File: config.mk
export PLATFORM = sky130hd
export DESIGN_NAME = step_cmd_queue
export DESIGN_NICKNAME = d
export VERILOG_FILES = /design/src/rtl/step_cmd_queue.sv
export SDC_FILE = /design/constraint.sdc
export NUM_CORES = 1
export LEC_CHECK = 0
export BUFFER_PORTS_ARGS = -buffer_cell sky130_fd_sc_hd__buf_4
export CORE_MARGIN = 10
export CORE_UTILIZATION = 40
export DETAILED_ROUTE_END_ITERATION = 7
export PLACE_DENSITY = 0.63
export SYNTH_ARGS = -nofsm -noshare
export SYNTH_HDL_FRONTEND = slang
export SYNTH_SLANG_ARGS = --single-unit
File: constraint.sdc
create_clock -name clk_i -period 10.7 [get_ports clk_i]
set_clock_uncertainty 0.1 [all_clocks]
set_input_delay 0.535 -clock clk_i [delete_from_list [all_inputs] [get_ports clk_i]]
set_output_delay 0.535 -clock clk_i [all_outputs]
set_load 0.005 [all_outputs]
File: src/rtl/step_cmd_queue.sv
`default_nettype none
// ============================================================================
// Module   : step_cmd_queue
// Brief    : Segment FIFO and one-at-a-time issue sequencer feeding the
//            step-pulse tick generator over a trig/ready handshake.
// Revision : 1.0 - initial release
// ============================================================================
module step_cmd_queue #(
    parameter int DEPTH       = 8,
    parameter int AW          = 3,
    parameter int ACK_TIMEOUT = 4
) (
    input  logic          clk_i,
    input  logic          rst_i,
    input  logic          wr_en_i,
    input  logic [15:0]   wr_step_i,
    input  logic [15:0]   wr_delay_i,
    input  logic          wr_dir_i,
    input  logic          flush_i,
    input  logic          pause_i,
    output logic          full_o,
    output logic          empty_o,
    output logic [AW:0]   count_o,
    output logic          wr_err_o,
    output logic [15:0]   step_o,
    output logic [15:0]   delay_o,
    output logic          dir_o,
    output logic          trig_o,
    input  logic          ready_i,
    output logic          busy_o,
    output logic          done_o,
    output logic          ack_err_o
);

    localparam logic [1:0]  S_IDLE = 2'd0;
    localparam logic [1:0]  S_ACK  = 2'd1;
    localparam logic [1:0]  S_RUN  = 2'd2;

    localparam logic [AW:0] c_depth    = (AW+1)'(DEPTH);
    localparam logic [3:0]  c_ack_last = 4'(ACK_TIMEOUT - 1);

    logic [32:0]   mem_q [DEPTH];

    logic [1:0]    state_q,   state_d;
    logic [AW-1:0] wr_ptr_q,  wr_ptr_d;
    logic [AW-1:0] rd_ptr_q,  rd_ptr_d;
    logic [AW:0]   count_q,   count_d;
    logic          full_q,    full_d;
    logic          empty_q,   empty_d;
    logic [3:0]    timer_q,   timer_d;
    logic [15:0]   step_q,    step_d;
    logic [15:0]   delay_q,   delay_d;
    logic          dir_q,     dir_d;
    logic          trig_q,    trig_d;
    logic          busy_q,    busy_d;
    logic          done_q,    done_d;
    logic          wr_err_q,  wr_err_d;
    logic          ack_err_q, ack_err_d;

    logic          w_push_ok;
    logic          w_wr_bad;
    logic          w_pop;

    // Full is judged on the registered occupancy, so a pop on the same edge
    // never frees room for a push.
    always_comb begin
        w_push_ok = wr_en_i && !full_q && (wr_step_i != 16'd0)
                    && (wr_delay_i >= 16'd2) && !flush_i;
        w_wr_bad  = wr_en_i && !flush_i && !w_push_ok;
        w_pop     = (state_q == S_IDLE) && !empty_q && ready_i
                    && !pause_i && !flush_i;
    end

    always_comb begin
        wr_ptr_d = wr_ptr_q;
        rd_ptr_d = rd_ptr_q;
        count_d  = count_q;
        if (flush_i) begin
            wr_ptr_d = '0;
            rd_ptr_d = '0;
            count_d  = '0;
        end else begin
            if (w_push_ok) begin
                wr_ptr_d = wr_ptr_q + 1'b1;
            end
            if (w_pop) begin
                rd_ptr_d = rd_ptr_q + 1'b1;
            end
            case ({w_push_ok, w_pop})
                2'b10:   count_d = count_q + 1'b1;
                2'b01:   count_d = count_q - 1'b1;
                default: count_d = count_q;
            endcase
        end
        full_d  = (count_d == c_depth);
        empty_d = (count_d == '0);
    end

    always_ff @(posedge clk_i) begin
        if (w_push_ok) begin
            mem_q[wr_ptr_q] <= {wr_dir_i, wr_step_i, wr_delay_i};
        end
    end

    always_ff @(posedge clk_i) begin
        if (rst_i) begin
            state_q <= S_IDLE;
        end else begin
            state_q <= state_d;
        end
    end

    always_comb begin
        state_d = state_q;
        case (state_q)
            S_IDLE: begin
                if (w_pop) begin
                    state_d = S_ACK;
                end
            end
            S_ACK: begin
                if (!ready_i) begin
                    state_d = S_RUN;
                end else if (timer_q == c_ack_last) begin
                    state_d = S_IDLE;
                end
            end
            S_RUN: begin
                if (ready_i) begin
                    state_d = S_IDLE;
                end
            end
            default: state_d = S_IDLE;
        endcase
    end

    always_comb begin
        trig_d    = 1'b0;
        done_d    = 1'b0;
        ack_err_d = 1'b0;
        wr_err_d  = w_wr_bad;
        busy_d    = busy_q;
        step_d    = step_q;
        delay_d   = delay_q;
        dir_d     = dir_q;
        timer_d   = '0;
        case (state_q)
            S_IDLE: begin
                if (w_pop) begin
                    trig_d                   = 1'b1;
                    busy_d                   = 1'b1;
                    {dir_d, step_d, delay_d} = mem_q[rd_ptr_q];
                end
            end
            S_ACK: begin
                timer_d = timer_q + 4'd1;
                if (ready_i && (timer_q == c_ack_last)) begin
                    ack_err_d = 1'b1;
                    busy_d    = 1'b0;
                end
            end
            S_RUN: begin
                if (ready_i) begin
                    busy_d = 1'b0;
                    done_d = (count_q == '0) && !w_push_ok;
                end
            end
            default: begin
                busy_d = 1'b0;
            end
        endcase
    end

    always_ff @(posedge clk_i) begin
        if (rst_i) begin
            wr_ptr_q  <= '0;
            rd_ptr_q  <= '0;
            count_q   <= '0;
            full_q    <= 1'b0;
            empty_q   <= 1'b1;
            timer_q   <= '0;
            step_q    <= 16'd0;
            delay_q   <= 16'd0;
            dir_q     <= 1'b1;
            trig_q    <= 1'b0;
            busy_q    <= 1'b0;
            done_q    <= 1'b0;
            wr_err_q  <= 1'b0;
            ack_err_q <= 1'b0;
        end else begin
            wr_ptr_q  <= wr_ptr_d;
            rd_ptr_q  <= rd_ptr_d;
            count_q   <= count_d;
            full_q    <= full_d;
            empty_q   <= empty_d;
            timer_q   <= timer_d;
            step_q    <= step_d;
            delay_q   <= delay_d;
            dir_q     <= dir_d;
            trig_q    <= trig_d;
            busy_q    <= busy_d;
            done_q    <= done_d;
            wr_err_q  <= wr_err_d;
            ack_err_q <= ack_err_d;
        end
    end

    assign full_o    = full_q;
    assign empty_o   = empty_q;
    assign count_o   = count_q;
    assign wr_err_o  = wr_err_q;
    assign step_o    = step_q;
    assign delay_o   = delay_q;
    assign dir_o     = dir_q;
    assign trig_o    = trig_q;
    assign busy_o    = busy_q;
    assign done_o    = done_q;
    assign ack_err_o = ack_err_q;

endmodule
`default_nettype wire

Yosys cells after proc, flatten, opt, wreduce, memory -nomap -nowiden
Memories as Yosys holds them, arrays and structs flattened. A register that Yosys moved wholly into a read port is not among the register bits.
Cells that the tools add are included.
{"block": "totals", "ramBits": 264, "n_memories": 1, "latchBits": 0, "out_inout_bits": 44, "reg_bits": 23, "elab_cells": 76, "rom_bits": 0, "input_bits": 39}
{"block": "classes", "multipliers": 0, "n_shift": 0, "n_reduce_logical": 28, "n_lt_le_gt_ge": 1, "n_bitwise": 4, "n_eq_ne": 10, "add_sub_neg": 5, "muxes": 15, "n_div": 0}
{"name": "mem_q", "words": 8, "word_bits": 33, "rd": 1, "rd_ports_with_merged_regs": 1, "wr": 1, "line_no": "42", "rtl": "logic [32:0] mem_q [DEPTH];"}
{"cell": "$ge 16x2->1 const B", "count": 1}
{"cell": "$reduce_bool 16->1", "count": 1}
{"cell": "$logic_and 1x1->1", "count": 12}
{"cell": "$add 4x1->4 const B", "count": 2}
{"cell": "$logic_not 4->1", "count": 2}
{"cell": "$mux 2", "count": 4}
{"cell": "$pmux 4 s2", "count": 1}
{"cell": "$mux 1", "count": 7}
{"cell": "$add 3x1->3 const B", "count": 2}
{"cell": "$ne 2x2->1 const B", "count": 3}
{"cell": "$pmux 2 s3", "count": 1}
{"cell": "$reduce_and 3->1", "count": 2}
{"cell": "$reduce_or 2->1", "count": 3}
{"cell": "$logic_not 1->1", "count": 5}
{"cell": "$eq 2x1->1 const B", "count": 2}
{"cell": "$eq 2x2->1 const B", "count": 2}
{"cell": "$eq 4x2->1 const B", "count": 1}
{"cell": "$eq 4x4->1 const B", "count": 1}
{"cell": "$mux 4", "count": 1}
{"cell": "$not 1->1", "count": 4}
{"cell": "$sub 4x1->4 const B", "count": 1}
{"cell": "$ne 3x3->1 const B", "count": 1}
{"cell": "$pmux 1 s3", "count": 1}
{"cell": "$reduce_or 3->1", "count": 1}
{"cell": "other kinds (2)", "count": 2}

Longest topological paths before layout
{"block": "depth", "depth_word": 9, "ltp_mapped": 11, "mapped_depth_nobuf": 10}

Least setup slack after synthesis
OpenSTA, ideal clock, no wires.
{"block": "synth_timing", "path_kind": "input to register", "startpoint": "in wr_delay_i[7]", "endpoint": "mem mem_q[1][0] (enable)", "arrival_ns": 4.060, "path_stages": 4, "path_buffers": 0, "slack_ns": 6.034, "path_cell_list": "nor4_1 > nand4_1 > nand4b_1 > nor4_1"}
{"block": "synth_via", "elab_chain_len": 5}
{"element": "from (decl)", "line_no": "17", "rtl": "input logic [15:0] wr_delay_i,"}
{"element": "$ge 16x2->1", "line_no": "68", "rtl": "&& (wr_delay_i >= 16'd2) && !flush_i;"}
{"element": "$logic_and 1x1->1 (2 in series)", "line_no": "68"}
{"element": "$mux 1", "line_no": "100", "rtl": "if (w_push_ok) begin"}
{"element": "$mux 1 (not written as such)", "line_no": "101", "rtl": "mem_q[wr_ptr_q] <= {wr_dir_i, wr_step_i, wr_delay_i};"}
{"element": "to (decl)", "line_no": "42"}
Every way passes these cells.

Final worst setup path
{"block": "layout_timing", "startpoint": "in wr_step_i[2]", "endpoint": "reg empty_q (netlist: empty_o)"}
{"block": "layout_via", "elab_chain_len": 8}
{"element": "from (decl)", "line_no": "16", "rtl": "input logic [15:0] wr_step_i,"}
{"element": "$reduce_bool 16->1 (*)", "line_no": "67", "rtl": "w_push_ok = wr_en_i && !full_q && (wr_step_i != 16'd0)"}
{"element": "$logic_and 1x1->1 (*)", "line_no": "67"}
{"element": "$logic_and 1x1->1 (*) (2 in series)", "line_no": "68"}
{"element": "$eq 2x1->1 or $eq 2x2->1 (tied branches)", "line_no": "89", "rtl": "case ({w_push_ok, w_pop})"}
{"element": "$pmux 4 s2 (*)", "line_no": "89"}
{"element": "$mux 4 (*)", "line_no": "78", "rtl": "if (flush_i) begin"}
{"element": "$logic_not 4->1 (*)", "line_no": "96", "rtl": "empty_d = (count_d == '0);"}
{"element": "to (signal assigned)", "line_no": "195", "rtl": "empty_q <= empty_d;"}
{"element": "to (decl)", "line_no": "49", "rtl": "logic empty_q, empty_d;"}
Mark *: on every way between the ends. The rest lies on a longest branch, timed or not.
A chain may end at the register's enable or synchronous reset.

==> impl_metrics.py <==
metrics = {
    "clock_network": {
        "worstSkewPairLatency_ns": 0.51,
        "cts_resized": 0,
        "clock-sinks": 320,
        "htree_levels": 2,
        "tritoncts": "built",
        "clk_path_buf_depth": 3,
        "cts_buffers": 35,
        "holdBufCountCts": 0,
        "postCtsSetupBuffers": 0,
        "cts.clk_slew.worst_paths_ns": 0.05,
        "cts-root-buf": "clkbuf_16",
    },
    "sta": {
        "max_freq_ghz": 0.2921,
        "layout_min_cycle_time_ns": 3.424,
        "rsz0062_at_grt": "no",
        "period_share": 0.3200,
        "finalSetupTns_ns": 0,
        "worst_slack_ns": 7.276,
        "worst_pin_slew_ns": 1.046,
        "hold_violations": 0,
        "finalSetupViolCount": 0,
        "slew_viol_final": 0,
        "whs_ns": 0.1361,
        "slew-limit-headroom": 0.2988,
    },
    "floorplanning": {
        "coreArea_um2": 29950,
        "die_w_um": 195.0,
        "initial_core_util": 0.4087,
        "rows": 63,
        "die_area_um2": 38010,
        "ios": 83,
        "die_height_um": 195.0,
    },
    "yosys": {
        "yosysWarnings": 0,
        "ys_ff_latch": 320,
        "synth_top_area_cell": "edfxtp_1",
        "syn_area_um2": 12240,
        "synth_flop_cell": "edfxtp_1",
        "synth-edff-count": 264,
        "synth_top_area_share": 0.6475,
        "synth_area_per_cell_um2": 19.53,
        "synth-async-reset-ratio": 0,
        "synthCells": 627,
        "yosysSeqAreaShare": 0.7391,
        "synth_area_leaders": "edfxtp_1 (65%), dfxtp_1 (9.2%), mux4_2 (8.1%)",
        "ys_types": 47,
        "synth_fp_nets": 673,
    },
    "placed_design": {
        "place_ws_ns": 6.864,
        "gp_congestion": 0.7335,
        "io_buffers": 82,
        "dp_hpwl_um": 15030,
    },
    "drt": {
        "via_per_inst": 5.377,
        "vias": 6140,
        "dr.pass1.iters": 4,
        "drt_iter0_drc": 394,
        "final_antenna_net_count": 0,
        "routed_wl_um": 26250,
        "drc": 0,
        "post_drt_wl_per_cell_um": 22.99,
    },
    "global_routing": {
        "grt-ovfl-total": 0,
        "grt_pass1_wl_um": 40140,
        "antenna_found_initial": 1,
        "first_global_vias": 6378,
        "grt_use_total": 0.1370,
        "grt_max_degree": 69,
    },
    "layout": {
        "drive_gt1_frac": 0.2673,
        "nFillCells": 2504,
        "insertedDiodeCount": 0,
        "final_cell_mix": "edfxtp_1 (264), buf_4 (96), dfxtp_1 (53)",
        "layout.nets": 773,
        "area_delta_synth_final_pct": 17.25,
        "layout_commonest_cell": "edfxtp_1",
    },
    "run": {
        "cap_violations": 0,
    },
    "power": {
        "power_mw": 2.542,
        "power.leakage_nw": 4.603,
        "p_per_area_nw_per_um2": 177.1,
        "vdd_ir_drop_max_mv": 0.1145,
    },
    "status": {
        "status": "completed",
    },
    "worst_setup_path": {
        "worst_setup_path_end_kind": "flip-flop",
        "setup.worst_path.start_class": "input pin",
        "path_class": "input pin to flip-flop",
        "cp.arrival_ns": 3.72,
        "crit_fanout": 9,
        "crit_required_ns": 11.00,
    },
    "min_path": {
        "hp-class": "input pin to flip-flop",
    },
}
-- through the flow --
stage / area [µm²] / util / instances
global route: 14360 / 0.4792 / 1142
global placement: 13280 / 0.4434 / 1080
CTS: 14360 / 0.4792 / 1142
floorplan: 12240 / - / 627
finish: 14360 / 0.4792 / 1142
detailed placement: 13280 / 0.4434 / 1080
-- report_power, final --
| group | internal [mW] | total (mW) | switching [mW] |
|---|---|---|---|
| sequential | 1.36 | 1.36 | 0.00405 |
| combinational | 0.0243 | 0.0613 | 0.0370 |
| clock | 0.672 | 1.12 | 0.446 |
| total | 2.05 | 2.54 | 0.487 |
-- path summary, 6_finish.rpt --
path	from	endpoint	slack, ns	depth (start not counted)
worst max-delay path	wr_step_i[2]	empty_o$_SDFF_PP1_	7.28	11
worst min-delay path	ready_i	state_q[1]$_SDFFE_PP0P_	0.14	2
worst max register to register	full_o$_SDFF_PP0_	empty_o$_SDFF_PP1_	7.62	9
worst min register to register	timer_q[0]$_SDFF_PP0_	timer_q[0]$_SDFF_PP0_	0.35	1
-- layer usage --
layer	wire length [µm]	part of all wire	global-route usage	vias up
met5	20	0.00076	0	-
met4	293	0.011	0.03297	2
met3	1709	0.065	0.03390	25
met2	12740	0.49	0.2208	180
met1	11500	0.44	0.1822	3167
li1	-	-	-	2766
-- critical path: stages --
cell and delay [ns]:
buf_4 0.14, nor4_1 0.58, nand4_1 0.37, nand3_1 0.35, or2_2 0.17, ha_1 0.24, ha_1 0.30, a21oi_1 0.18
a21boi_1 0.12, or4_4 0.51, a41o_1 0.22
-- cells in the mapped netlist, drive strengths merged, types with 3 or more instances --
| cell | instances |
|---|---|
| a211oi | 33 |
| a21oi | 5 |
| buf | 20 |
| clkbuf | 13 |
| dfxtp | 56 |
| edfxtp | 264 |
| ha | 6 |
| mux2i | 38 |
| mux4 | 66 |
| nand2 | 11 |
| nand3 | 6 |
| nand4 | 4 |
| nor2 | 53 |
| nor3 | 6 |
| nor4 | 9 |
| o21ai | 3 |
| xnor2 | 3 |
| xor2 | 4 |
-- state kept, by name, summed over array words and instances, names as in the netlist, 2 cells and up --
name      count
rd_ptr_q      3
timer_q       4
state_q       2
mem_q       264
wr_ptr_q      3
count_o       4
delay_o      16
step_o       16
-- logic make-up (layout without fill, tap and decap cells) --
family	count (synthesis)	after routing	share of synthesized area
muxes	104	104	0.1592
buffers and inverters	35	160	0.01931
xor gates and xnor gates	7	7	0.005008
adders and majority gates	7	7	0.007767
AOI/OAI and AO/OA	48	48	0.02821
and+or+nand+nor	106	106	0.04139
DFF	320	320	0.7391
-- cell type report --
| class | count | area (µm²) | area share |
|---|---|---|---|
| sequential | 320 | 9055 | 0.6308 |
| multi-input combinational | 272 | 3010 | 0.2097 |
| clock buffer | 54 | 1010 | 0.07034 |
| timing repair buffer | 96 | 720.7 | 0.05020 |
| tap | 390 | 488.0 | 0.03399 |
| clock inverter | 8 | 63.81 | 0.004445 |
| inverter | 2 | 7.507 | 0.0005230 |
Note: power is estimated with default switching activity, not from simulation.
